===== src/rtl/opseq_pkg.sv =====
// Shared opcode constants and state type for the opcode sequencer.
// Two-part opcodes use their base value with bit 0 set for the second part.
package opseq_pkg;

   localparam logic [4:0] OpNop   = 5'b00000;
   localparam logic [4:0] OpCall  = 5'b11000;
   localparam logic [4:0] OpCall2 = 5'b11001;
   localparam logic [4:0] OpRet   = 5'b11010;
   localparam logic [4:0] OpRet2  = 5'b11011;
   localparam logic [4:0] OpRti   = 5'b11100;
   localparam logic [4:0] OpRti2  = 5'b11101;
   localparam logic [4:0] OpInt1  = 5'b11110;
   localparam logic [4:0] OpInt2  = 5'b11111;

   typedef enum logic [2:0] {
      StNormal,
      StCall2,
      StRet2,
      StRti2,
      StInt1,
      StInt2
   } state_e;

   // Opcodes that only the sequencer itself may generate.
   function automatic logic is_internal_op(input logic [4:0] op);
      return (op == OpCall2) || (op == OpRet2) || (op == OpRti2) ||
             (op == OpInt1)  || (op == OpInt2);
   endfunction

endpackage


===== src/rtl/opcode_sequencer.sv =====
// Opcode sequencer: expands CALL/RET/RTI into two parts and injects interrupt sequences.
// Define OPSEQ_ILLEGAL_TRAP_EN to turn illegal opcodes into bubbles with a sticky illegal_o.
module opcode_sequencer
   import opseq_pkg::*;
(
   input  logic       clk,
   input  logic       rst_n,
   input  logic [4:0] instr_op_i,
   input  logic       instr_valid_i,
   output logic       instr_ready_o,
   input  logic       stall_i,
   input  logic       flush_i,
   input  logic       int_req_i,
   output logic [4:0] op_o,
   output logic       bubble_o,
   output logic       int_ack_o,
   output logic       illegal_o
);

   state_e     r_state;
   logic [4:0] r_op;
   logic       r_bubble;
   logic       r_int_ack;
   logic       r_pend;
`ifdef OPSEQ_ILLEGAL_TRAP_EN
   logic       r_illegal;
`endif

   logic w_in_normal;

   assign w_in_normal   = (r_state == StNormal);
   // A flush consumes the fetched opcode even though nothing is issued.
   assign instr_ready_o = w_in_normal &&
                          (flush_i || (!stall_i && !r_pend && instr_valid_i));

   always_ff @(posedge clk or negedge rst_n) begin
      if (!rst_n) begin
         r_state   <= StNormal;
         r_op      <= OpNop;
         r_bubble  <= 1'b1;
         r_int_ack <= 1'b0;
         r_pend    <= 1'b0;
`ifdef OPSEQ_ILLEGAL_TRAP_EN
         r_illegal <= 1'b0;
`endif
      end else begin
         r_op      <= OpNop;
         r_bubble  <= 1'b1;
         r_int_ack <= 1'b0;
         if (int_req_i) r_pend <= 1'b1;
         case (r_state)
            StNormal: begin
               if (!flush_i && !stall_i) begin
                  if (r_pend) begin
                     r_state <= StInt1;
                  end else if (instr_valid_i) begin
                     if (is_internal_op(instr_op_i)) begin
`ifdef OPSEQ_ILLEGAL_TRAP_EN
                        r_illegal <= 1'b1;
`else
                        r_bubble  <= 1'b0;
`endif
                     end else begin
                        r_op     <= instr_op_i;
                        r_bubble <= 1'b0;
                        case (instr_op_i)
                           OpCall:  r_state <= StCall2;
                           OpRet:   r_state <= StRet2;
                           OpRti:   r_state <= StRti2;
                           default: r_state <= StNormal;
                        endcase
                     end
                  end
               end
            end
            StCall2: if (!stall_i) begin
               r_op     <= OpCall2;
               r_bubble <= 1'b0;
               r_state  <= StNormal;
            end
            StRet2: if (!stall_i) begin
               r_op     <= OpRet2;
               r_bubble <= 1'b0;
               r_state  <= StNormal;
            end
            StRti2: if (!stall_i) begin
               r_op     <= OpRti2;
               r_bubble <= 1'b0;
               r_state  <= StNormal;
            end
            StInt1: if (!stall_i) begin
               r_op     <= OpInt1;
               r_bubble <= 1'b0;
               r_state  <= StInt2;
               // A request arriving as the flag clears becomes the next pending interrupt.
               r_pend   <= int_req_i;
            end
            StInt2: if (!stall_i) begin
               r_op      <= OpInt2;
               r_bubble  <= 1'b0;
               r_int_ack <= 1'b1;
               r_state   <= StNormal;
            end
            default: r_state <= StNormal;
         endcase
      end
   end

   assign op_o      = r_op;
   assign bubble_o  = r_bubble;
   assign int_ack_o = r_int_ack;
`ifdef OPSEQ_ILLEGAL_TRAP_EN
   assign illegal_o = r_illegal;
`else
   assign illegal_o = 1'b0;
`endif

endmodule


===== config.mk =====
export PLATFORM = sky130hd
export DESIGN_NAME = opcode_sequencer
export DESIGN_NICKNAME = d
export VERILOG_FILES = /design/src/rtl/opseq_pkg.sv /design/src/rtl/opcode_sequencer.sv
export SDC_FILE = /design/constraint.sdc
export NUM_CORES = 1
export LEC_CHECK = 0
export ABC_AREA = 1
export BUFFER_PORTS_ARGS = -buffer_cell sky130_fd_sc_hd__buf_2
export CAP_MARGIN = 20
export CORE_UTILIZATION = 35
export CTS_CLUSTER_DIAMETER = 200
export CTS_CLUSTER_SIZE = 10
export DETAILED_ROUTE_END_ITERATION = 8
export GPL_ROUTABILITY_DRIVEN = 1
export SLEW_MARGIN = 0
export SYNTH_ARGS = -nofsm -noshare
export SYNTH_HDL_FRONTEND = slang
export SYNTH_SLANG_ARGS = --single-unit

===== constraint.sdc =====
create_clock -name clk -period 1.3 [get_ports clk]
set_clock_uncertainty 0.15 [all_clocks]
set_input_delay 0.195 -clock clk [delete_from_list [all_inputs] [get_ports clk]]
set_output_delay 0.195 -clock clk [all_outputs]
set_load 0.02 [all_outputs]

# Word-level counts from Yosys, hierarchy flattened
# Cells that the tools add are included.
# classes
n_eq_ne	18
n_mux	28
n_reduce_logical	16
# ops
cell	n
$mux 5	9
$eq 5x5->1 const B	8
$pmux 5 s6	1
$mux 3	6
$mux 1	9
$pmux 3 s3	1
$eq 3x2->1 const B	2
$eq 3x3->1 const B	2
$ne 3x3->1 const B	2
$pmux 2 s3	1
$logic_or 1x1->1	5
$reduce_and 5->1	1
$reduce_or 5->1	1
$logic_and 1x1->1	4
$ne 2x2->1 const B	2
$reduce_or 4->1	1
$eq 3x1->1 const B	1
$logic_not 1->1	3
$logic_not 3->1	1
$ne 2x1->1 const B	1
$pmux 1 s2	1
# totals
reg_bits	11
input_bits	11
output_inout_bits	9
elab_cells	67

# Longest topological paths before layout
# Gate-level depths: netlist of run 1.
# logic_depth
ltp_word	10
ltp_mapped	8
depth_no_buf	8

# Least setup slack after synthesis of run 1
# Ideal clock, no wire load.
# synth_timing
path_type	reg2out
from	register r_state[1]
to	output instr_ready_o
arrival_ps	999
path_slack_ps	-44
stages_incl_launch_ff	4
path_buffers	0
cell_sequence	dfrtp_1 > nor2_4 > nand2_4 > nor2_1
# synth_between
elab_chain_len	2
# synth_lines
element	line	source
from (decl)	opcode_sequencer.sv:20	state_e r_state;
from (signal assigned)	opcode_sequencer.sv:38	r_state <= StNormal;
from (signal assigned)	opcode_sequencer.sv:55	r_state <= StInt1;
from (signal assigned)	opcode_sequencer.sv:67	OpCall: r_state <= StCall2;
$logic_not 3->1	opcode_sequencer.sv:31	assign w_in_normal = (r_state == StNormal);
$logic_and 1x1->1	opcode_sequencer.sv:33	assign instr_ready_o = w_in_normal &&
to (decl)	opcode_sequencer.sv:10	output logic instr_ready_o,
# No other way between the ends.

# Worst setup path in the final report of run 1
# layout_timing
from	register r_state[0]
to	register r_state[1]
# layout_between
elab_chain_len	4
elab_cells_between_ends	14
cone_classes	eq/ne: 10; mux: 1; reduce/logical: 3
# layout_lines
element	line	source
$eq 3x3->1, or another cell as far along	opcode_sequencer.sv:51	case (r_state)
$reduce_or 4->1 (no source line)	--	
$ne 2x2->1 (no source line)	--	
$reduce_and 5->1 (no source line)	--	
# Parallel ways exist; a longest one is shown, timed or not.
# A chain may end at the register's enable or synchronous reset.

==> results.txt, run 1 <==
CTS tree: built
CTS sink cnt: 11
worst endpoint required time: 1.37 ns
crit path capture type: flop
mux contribution to synthesized area: 0%
Critical Path, Cell by Cell: nor2_4 -> buf_4 -> buf_6 -> nand3_2 -> nor2_2 -> and2_1 -> nand3_1 -> nand2_1
Initial Util: 38.1%
hold depth: 2
Multi-input gate area: 359 µm²
DRT antenna net count: 0
first-pass GRT wire length: 2440 µm
Max Cap Viol: 0
Tot GR Track Use: 17.2%
die width: 45.6 µm
fill count: 157
post-synth net total: 96
starting DRC count in detailed routing: 8
Synth Area in Compound Gates: 12.4%
DR vias: 635
FF+latch area: 278 µm²
htree depth: 1
core area: 0.00175 mm²
crit start category: flop
share of layout cells above drive strength 1: 46.2%
EDFF count, synth: 0
worst skew pair latency: 0.28 ns
Root Driver: clkbuf_4
PwrDens: 1670 mW/mm²
stages on the worst setup path: 8
post-synthesis sequential area ratio: 41.5%
Die H: 45.6 µm
worst setup margin: -0.201 ns
max incr delay on CP: 0.42 ns
asr flop ratio synth: 100%
f_max: 0.666 GHz
die area: 0.00208 mm²
nets@finish: 131
Period Utilization, post-route: 115%
synthesized area: 666 µm²
DRC: 0
count of TritonRoute iterations in the first routing pass: 4
Hold Crit Class: input pin to flop
RSZ-0062 raised after global routing: true
post-synthesis adder-cell area fraction: 0%
port bufs: 18
post-synthesis cell type count: 22
final wirelength: 1570 µm
largest net degree at the start of global routing: 12
final setup vio count: 11
Post-synth top flop: dfrtp_1
status: complete, but fails checks
Post-Synthesis Cells: 85
area grow syn2layout: 43.6%
Routed WL per cell: 10.9 µm
CP max-delay cell: dfrtp_1
Remaining Overflow, GRT: 0
Finished Layout Cells: 144
CTS max path bufs: 2
antenna violations before repair: 0
Synth Area in Simple Gates: 36.5%
crit path kind: flop to flop
Antenna diodes: 0
CP arrival: 1.57 ns
Post-DP HPWL: 1130 µm
largest family of logic cells by synthesized area: simple AND/OR/NAND/NOR gates
buffers plus inverters on the worst setup path: 2
min Tclk post-route: 1.50 ns
Rows: 15
Leak Pwr: 0.507 nW
Placer Congestion: 0.873
failing checks: setup timing
CTS buffer count: 3
Avg Synthesized Cell Area: 7.83 µm²
CP top delay family: simple AND/OR/NAND/NOR gates
vias in the first global route: 568
Final Power: 1.60 mW
clock slew at reported path FFs: 0.08 ns
warnings from Yosys: 0
VDD IR max: 0.731 mV
Avg Vias per Cell: 4.41
worst r2r path cells: 8
xor/xnor share of the synthesized area: 0%
final hold vios: 0
CP Max Fanout: 2
I/O Pins: 20
count of pins over their slew limit: 0
FF+latch count, synth: 11
Cells after DPL: 134
[Yosys cell counts, types with 2 or more instances]
master	n	area [µm²]
o21ai_2	4	35.0
nor3_1	3	15.0
nand2_4	3	33.8
nor2_1	8	30.0
nand2_1	19	71.3
dfrtp_1	10	250
a31oi_1	2	12.5
o21ai_0	3	15.0
inv_1	13	48.8
nand3_1	7	35.0
nor2_4	2	22.5
[per-layer routing]
metal	track usage [%]	up-vias	wire, µm
met5	0	-	0
met4	9.09	0	29
met3	5.16	2	71
met2	27.7	19	778
met1	20.5	279	690
li1	-	335	-
[cells by family (layout without fill, tap and decap cells)]
kind of cell / count (synthesis) / after routing
AO/OA/AOI/OAI: 11 / 11
buffers and inverters: 15 / 49
flip-flops: 11 / 11
other: 1 / 1
AND/OR/NAND/NOR: 47 / 47
[state kept, by name, indices dropped and copies added (netlist names)]
signal	flops
int_ack_o	1
op_o	5
r_state	3
r_pend	1
bubble_o	1
[worst register-to-register path, cell delays in order (launching register included)]
cell and delay, ns:
dfrtp_1 0.42, nor2_4 0.16, buf_4 0.13, buf_6 0.08
nand3_2 0.07, nor2_2 0.12, and2_1 0.16, nand3_1 0.07
nand2_1 0.07
[path summary, 6_finish.rpt]
path | startpoint | end | slack, ns
max in group asynchronous | rst_n | bubble_o | 0.56
setup / recovery | r_state[0] | r_state[1] | -0.20
hold / removal | stall_i | int_ack_o | 0.009
min in group asynchronous | rst_n | int_ack_o | 0.16
setup reg to reg | r_state[0] | r_state[1] | -0.20
hold reg to reg | r_pend | r_pend | 0.44
[area by class of cell]
| cell class | count | share of cell area [%] |
|---|---|---|
| timing repair buffer | 31 | 21.9 |
| tap | 25 | 3.27 |
| multi-input combinational | 59 | 37.6 |
| inverter | 14 | 5.50 |
| clock buffer | 4 | 2.75 |
| sequential | 11 | 29.1 |
[cells in the final DEF (no fill, tap or decap), types with 4 or more instances in the layout]
cell type	synthesis	final
buf_2	0	16
buf_4	1	10
dfrtp_1	10	9
inv_1	13	10
inv_2	1	4
nand2_1	19	19
nand3_1	7	6
nor2_1	8	6
o21ai_2	4	4
[where the power goes]
part | internal (mW) | leakage, nW | switching, mW
combinational | 0.372 | 0.357 | 0.496
sequential | 0.447 | 0.135 | 0.0423
clock | 0.119 | 0.0150 | 0.124
[stage by stage]
stage                     hold WS, ns  setup TNS, ns  setup slack [ns]  utilization, %  cell area [µm²]
after floorplan                -0.251              0            0.0353               -              668
after global placement        -0.0669              0            0.0287            47.8              835
final                         0.00942          -1.12            -0.201            54.8              956
after CTS                     0.00373         -0.579            -0.166            52.8              921
after global routing           0.0119          -1.67            -0.256            54.8              956
after detailed placement      -0.0656              0          0.000400            47.8              835
[timing repair]
action,4_1_cts,5_1_grt
resized for setup,6,8
pin swaps,3,1
hold endpoints to repair,12,0
hold buffers,2,0
setup buffers,3,1
setup endpoints to repair,2,12
No activity file was read; power rests on OpenSTA's default activity.
==> run 2: changes to the inputs <==
--- a/config.mk
+++ b/config.mk
@@ -5,9 +5,8 @@
 export SDC_FILE = /design/constraint.sdc
 export NUM_CORES = 1
 export LEC_CHECK = 0
-export ABC_AREA = 1
+export ABC_AREA = 0
 export BUFFER_PORTS_ARGS = -buffer_cell sky130_fd_sc_hd__buf_2
-export CAP_MARGIN = 20
 export CORE_UTILIZATION = 35
 export CTS_CLUSTER_DIAMETER = 200
 export CTS_CLUSTER_SIZE = 10
==> results.txt, run 2 <==
warnings from Yosys: 0 (unchanged)
Routed WL per cell: 12.4 µm (+14%)
metal1 wirelength: 726 µm (+5.2%)
Die H: 43.3 µm (-5.1%)
antenna violations before repair: 0 (unchanged)
count of pins over their slew limit: 0 (unchanged)
I/O Pins: 20 (unchanged)
die area: 0.00187 mm² (-9.9%)
first-pass GRT wire length: 2170 µm (-11%)
EDFF count, synth: 0 (unchanged)
DRC: 0 (unchanged)
f_max: 0.566 GHz (-15%)
core area: 0.00154 mm² (-12%)
Period Utilization, post-route: 136% (+20 points)
htree depth: 1 (unchanged)
FF+latch count, synth: 11 (unchanged)
Leak Pwr: 0.462 nW (-8.8%)
CTS tree: built
Reg-to-Reg End: op_o[0]
largest cells by area after synthesis: dfrtp_1 42%, dfstp_2 4.4%, or3_1 4.2%
failing checks: setup timing
Max Cap Viol: 0 (unchanged)
worst r2r path cells: 4 (-4)
clock slew at reported path FFs: 0.08 ns (about the same)
asr flop ratio synth: 100% (unchanged)
Post-DP HPWL: 1080 µm (-4.3%)
VDD IR max: 1.08 mV (+47%)
crit start category: flop
Largest register FFs: 5 (unchanged)
CTS buffer count: 3 (unchanged)
largest net degree at the start of global routing: 12 (unchanged)
status: complete, but fails checks
top post-synthesis cells by count: 10 x dfrtp_1, 5 x nor2_1, 4 x a21oi_1, 4 x nand2_1, 4 x or3_1
share of layout cells above drive strength 1: 51.5% (+5.3 points)
DR top layer: met4
worst skew pair latency: 0.26 ns (-0.02 ns)
final setup vio count: 10 (-1)
nets@finish: 113 (-14%)
post-synthesis cell type count: 30 (+36%)
CTS sink cnt: 11 (unchanged)
RSZ-0062 raised after global routing: true
area grow syn2layout: 53.9%
CTS max path bufs: 2 (unchanged)
port bufs: 18 (unchanged)
Avg Synthesized Cell Area: 9.78 µm² (+25%)
Rows: 14 (-1)
min Tclk post-route: 1.77 ns (+0.266 ns)
CP max-delay cell: or3_4
Post-Synthesis Cells: 61 (-28%)
crit path kind: flop to flop
CP Max Fanout: 5 (+3)
wire length on met3: 51 µm (-28%)
vias in the first global route: 496 (-13%)
share of the synthesized area in the top cell type: 41.9% (+4.3 points)
post-synthesis sequential area ratio: 46.3% (+4.8 points)
length of routed met2 wiring: 648 µm (-17%)
Remaining Overflow, GRT: 0 (unchanged)
commonest non-fill, non-tap cells in the layout: 20 x buf_4, 16 x buf_2, 10 x dfrtp_1, 4 x nand2_1, 4 x a21oi_1
cell taking the most area after synthesis: dfrtp_1
PwrDens: 1630 mW/mm² (-2.9%)
Hold Crit Class: input pin to flop
synthesized area: 597 µm² (-10%)
CP arrival: 1.80 ns (+0.23 ns)
fin area: 918 µm² (-3.9%)
worst setup margin: -0.467 ns (-0.266 ns)
Hold Path End: op_o[3]
die width: 43.3 µm (-5.1%)
most frequent CP cell: or3_4
slack of the worst reg-to-reg path: -0.47 ns (-0.27 ns)
Setup crit start: r_state[0]
final wirelength: 1450 µm (-7.7%)
DR vias: 588 (-7.4%)
Avg Vias per Cell: 5.03 (+14%)
worst endpoint required time: 1.34 ns (-0.03 ns)
count of TritonRoute iterations in the first routing pass: 4 (unchanged)
most frequent cell after synthesis: dfrtp_1
hold depth: 3 (+1)
post-synth net total: 72 (-25%)
final hold vios: 0 (unchanged)
DRT antenna net count: 0 (unchanged)
Tot GR Track Use: 16.0% (-1.2 points)
Root Driver: clkbuf_4
Antenna diodes: 0 (unchanged)
Initial Util: 38.7% (+0.58 points)
max incr delay on CP: 0.42 ns (about the same)
starting DRC count in detailed routing: 7 (-1)
crit path capture type: flop
Post-synth top flop: dfrtp_1
hold path start: instr_op_i[3]
Critical Path, Cell by Cell: or3_4 -> or3_4 -> nor3_4 -> o2bb2ai_1
Critical R2R Launch: r_state[0]
most common cell after layout, fill and taps aside: buf_4
WHS: 0.111 ns (+0.101 ns)
Placer Congestion: 0.811 (-7.1%)
Placement Cell Area: 821 µm² (-1.6%)
-- run 2: worst max path at each step --
stage | to | slack (ns) | cells past startpoint
3_5_place_dp | op_o[0] | -0.49 | 4
4_1_cts | op_o[0] | -0.47 | 4
5_1_grt | op_o[0] | -0.53 | 4
2_1_floorplan | op_o[3] | -0.53 | 6
3_3_place_gp | op_o[3] | -0.46 | 4
6_report | op_o[0] | -0.47 | 4
-- run 2: stage by stage --
stage	util, %	TNS (ns)	setup WS (ns)	cells	power [mW]
after CTS	57.7	-3.94	-0.465	116	1.45
after global placement	53.2	-3.42	-0.458	109	1.16
after floorplan	-	-3.93	-0.526	61	0.936
after global routing	59.6	-4.49	-0.533	117	1.59
final	59.6	-3.93	-0.467	117	1.49
after detailed placement	53.2	-3.64	-0.489	109	1.17
-- run 2: cells by family (layout without fill, tap and decap cells) --
family | Yosys count | count (layout) | synth area share (%)
other | 1 | 1 | 0.628
flip-flops | 11 | 11 | 46.3
buffers and inverters | 7 | 47 | 6.50
XOR/XNOR | 1 | 1 | 1.47
AO/OA/AOI/OAI | 16 | 16 | 19.1
AND/OR/NAND/NOR | 23 | 23 | 22.4
multiplexers | 2 | 2 | 3.56
-- run 2: power breakdown --
part,leakage [nW],switching [mW],internal [mW]
Clock,0.0177,0.121,0.113
Combinational,0.309,0.387,0.384
Sequential,0.136,0.0389,0.448
Total,0.462,0.547,0.945
-- run 2: critical path: cells and delay by family (launching register included) --
kind / cells / cell delay, ns
AND/OR/NAND/NOR: 3 / 1.01
flip-flops: 1 / 0.39
AO/OA/AOI/OAI: 1 / 0.15
-- run 2: cell type report --
class / instances / area, µm²
multi-input cells: 43 / 310
well taps: 16 / 20.0
clock buffers: 3 / 22.5
fillers: 137 / 623
flip-flops and latches: 11 / 277
clock inverters: 1 / 5.00
inverters: 3 / 11.3
repair buffers: 40 / 273
-- run 2: what timing repair did --
item                       4_1_cts  5_1_grt
hold buffers                     2        0
resized for setup                4        5
pin swaps                        4        1
setup endpoints to repair       10       11
hold endpoints to repair        12        0
buffers inserted                 1        1
-- run 2: routing by layer --
layer | track usage, % | up-vias
met2 | 24.5 | 14
li1 | - | 297
met5 | 0 | -
met3 | 2.55 | 2
met1 | 22.0 | 275
met4 | 7.27 | 0
==> run 3: changes to the inputs <==
--- a/config.mk
+++ b/config.mk
@@ -7,11 +7,14 @@
 export LEC_CHECK = 0
 export ABC_AREA = 0
 export BUFFER_PORTS_ARGS = -buffer_cell sky130_fd_sc_hd__buf_2
-export CORE_UTILIZATION = 35
+export CORE_UTILIZATION = 42
 export CTS_CLUSTER_DIAMETER = 200
 export CTS_CLUSTER_SIZE = 10
 export DETAILED_ROUTE_END_ITERATION = 8
 export GPL_ROUTABILITY_DRIVEN = 1
+export MAX_ROUTING_LAYER = met4
+export PLACE_DENSITY = 0.71
+export SETUP_SLACK_MARGIN = 0.02
 export SLEW_MARGIN = 0
 export SYNTH_ARGS = -nofsm -noshare
 export SYNTH_HDL_FRONTEND = slang
==> results.txt, run 3 (same netlist as run 2, synthesis figures left out) <==
status: complete, but fails checks
failing checks: setup timing
antenna violations before repair: 0 (unchanged)
most frequent CP cell: or3_4
area grow syn2layout: 62.5%
worst endpoint required time: 1.37 ns (+0.03 ns)
f_max: 0.566 GHz (about the same)
crit path kind: flop to flop
Seq pwr share: 30.9% (-1.7 points)
Critical R2R Launch: r_state[0]
first-pass GRT wire length: 2290 µm (+5.7%)
Largest register FFs: 5 (unchanged)
hold path start: instr_op_i[0]
combinational fraction of design power: 54.1% (+2.4 points)
global routing usage on met2: 38.9% (+14 points)
starting DRC count in detailed routing: 5 (-2)
Root Driver: clkbuf_4
Leak Pwr: 0.474 nW (+2.5%)
DRC: 0 (unchanged)
Post-DP HPWL: 1080 µm (-0.21%)
Remaining Overflow, GRT: 0 (unchanged)
crit start category: flop
Avg Vias per Cell: 5.02 (-0.18%)
nets@finish: 116 (+2.7%)
Cells after DPL: 110 (+0.92%)
Rows: 13 (-1)
worst setup margin: -0.466 ns (+0.00116 ns)
core area: 0.00132 mm² (-15%)
DR vias: 597 (+1.5%)
net switching power: 581 µW (+6.1%)
setup TNS: -3.81 ns (+0.116 ns)
CP Max Fanout: 4 (-1)
Tot GR Track Use: 23.7% (+7.6 points)
RSZ-0062 raised after global routing: true
hold depth: 3 (unchanged)
DRT antenna net count: 0 (unchanged)
worst r2r path cells: 4 (unchanged)
I/O Pins: 20 (unchanged)
Antenna diodes: 0 (unchanged)
Critical Path, Cell by Cell: or3_4 -> or3_4 -> nor3_4 -> a22o_1
layer carrying the most global-route usage: met2
Hold Crit Class: input pin to flop
final hold vios: 0 (unchanged)
fill count: 92 (-33%)
Routed WL per cell: 12.0 µm (-2.8%)
Global Route met3 Usage: 3.41% (+0.86 points)
Placer Congestion: 0.920 (+13%)
most common cell after layout, fill and taps aside: buf_4
die area: 0.00158 mm² (-16%)
vias in the first global route: 561 (+13%)
clock share of power: 14.9% (-0.8 points)
Period Utilization, post-route: 136% (about the same)
final wirelength: 1430 µm (-1.1%)
CTS tree: built
met1 Usage GRT: 26.4% (+4.4 points)
Net Sw Frac: 36.5% (-0.15 points)
count of pins over their slew limit: 0 (unchanged)
Finished Layout Cells: 119 (+1.7%)
Int Pwr: 1.01 mW (+6.8%)
pre-CTS setup slack: -0.480 ns (+0.00939 ns)
Hold Path End: op_o[0]
CP arrival: 1.83 ns (+0.03 ns)
port bufs: 18 (unchanged)
Die H: 39.7 µm (-8.3%)
htree depth: 1 (unchanged)
clock slew at reported path FFs: 0.08 ns (about the same)
CTS sink cnt: 11 (unchanged)
share of layout cells above drive strength 1: 53.8% (+2.4 points)
commonest non-fill, non-tap cells in the layout: 19 x buf_4, 16 x buf_2, 10 x dfrtp_1, 6 x buf_6, 4 x a21oi_1
PwrDens: 1640 mW/mm² (+0.90%)
die width: 39.7 µm (-8.3%)
worst skew pair latency: 0.27 ns (about the same)
min Tclk post-route: 1.77 ns (-0.00116 ns)
Initial Util: 45.3% (+6.6 points)
CTS buffer count: 3 (unchanged)
CP max-delay cell: or3_4
Max Cap Viol: 0 (unchanged)
largest net degree at the start of global routing: 12 (unchanged)
crit path capture type: flop
Final Core Density: 73.6% (+14 points)
count of TritonRoute iterations in the first routing pass: 4 (unchanged)
slack of the worst reg-to-reg path: -0.47 ns (about the same)
CTS max path bufs: 2 (unchanged)
final setup vio count: 9 (-1)
max incr delay on CP: 0.42 ns (about the same)
VDD IR max: 1.17 mV (+8.3%)
Reg-to-Reg End: op_o[3]
## run 3: cell count changes in the layout (fill, tap and decap cells not counted), sizes merged
cell / delta
buf: +3
clkbuf: +1
clkinv: -1
## run 3: worst max-delay path by stage
stage	start	cells after the start	endpoint	slack (ns)
2_1_floorplan	r_state[2]	6	op_o[3]	-0.53
3_3_place_gp	r_state[1]	4	op_o[3]	-0.43
3_5_place_dp	r_state[1]	4	op_o[3]	-0.48
4_1_cts	r_state[0]	4	op_o[3]	-0.46
5_1_grt	r_state[0]	4	op_o[3]	-0.51
6_report	r_state[0]	4	op_o[3]	-0.47
## run 3: power by group through the flow
stage	Combinational, mW	Clock [mW]	Sequential (mW)
after floorplan	0.353	0	0.583
after global placement	0.679	0	0.490
after detailed placement	0.684	0	0.494
after CTS	0.790	0.247	0.491
after global routing	0.941	0.257	0.507
final	0.861	0.238	0.492
## run 3: stage by stage
stage | hold slack, ns | instance area, µm² | power (mW)
floorplan | -0.251 | 609 | 0.936
global placement | -0.0767 | 835 | 1.17
detailed placement | -0.0708 | 835 | 1.18
CTS | 0.0907 | 936 | 1.53
global route | 0.120 | 970 | 1.70
finish | 0.0966 | 970 | 1.59
## run 3: worst max-delay path, delay by kind of cell (launching register included)
| kind | cells | cell delay (ns) |
|---|---|---|
| flip-flops | 1 | 0.39 |
| AO/OA/AOI/OAI | 1 | 0.18 |
| AND/OR/NAND/NOR | 3 | 1.00 |
## run 3: metal layers
layer  routed length [µm]  vias up
li1                     -      304
met1                  637      268
met2                  706       21
met3                   66        4
met4                   21        0
met5                    0        -
## run 3: what timing repair did
| item | in CTS | in global routing |
|---|---|---|
| hold endpoints to repair | 12 | 0 |
| hold buffers | 2 | 0 |
| setup buffers | 1 | 2 |
| pin swaps | 7 | 2 |
| endpoints found under the setup margin | 11 | 11 |
| resized for setup | 14 | 4 |
## run 3: layout make-up
type / count / area, µm² / share of cell area [%]
Inverter: 3 / 13.8 / 1.42
Multi-Input combinational cell: 43 / 324 / 33.4
Sequential cell: 11 / 277 / 28.5
Timing Repair Buffer: 43 / 310 / 32.0
Tap cell: 15 / 18.8 / 1.94
Clock buffer: 4 / 26.3 / 2.71
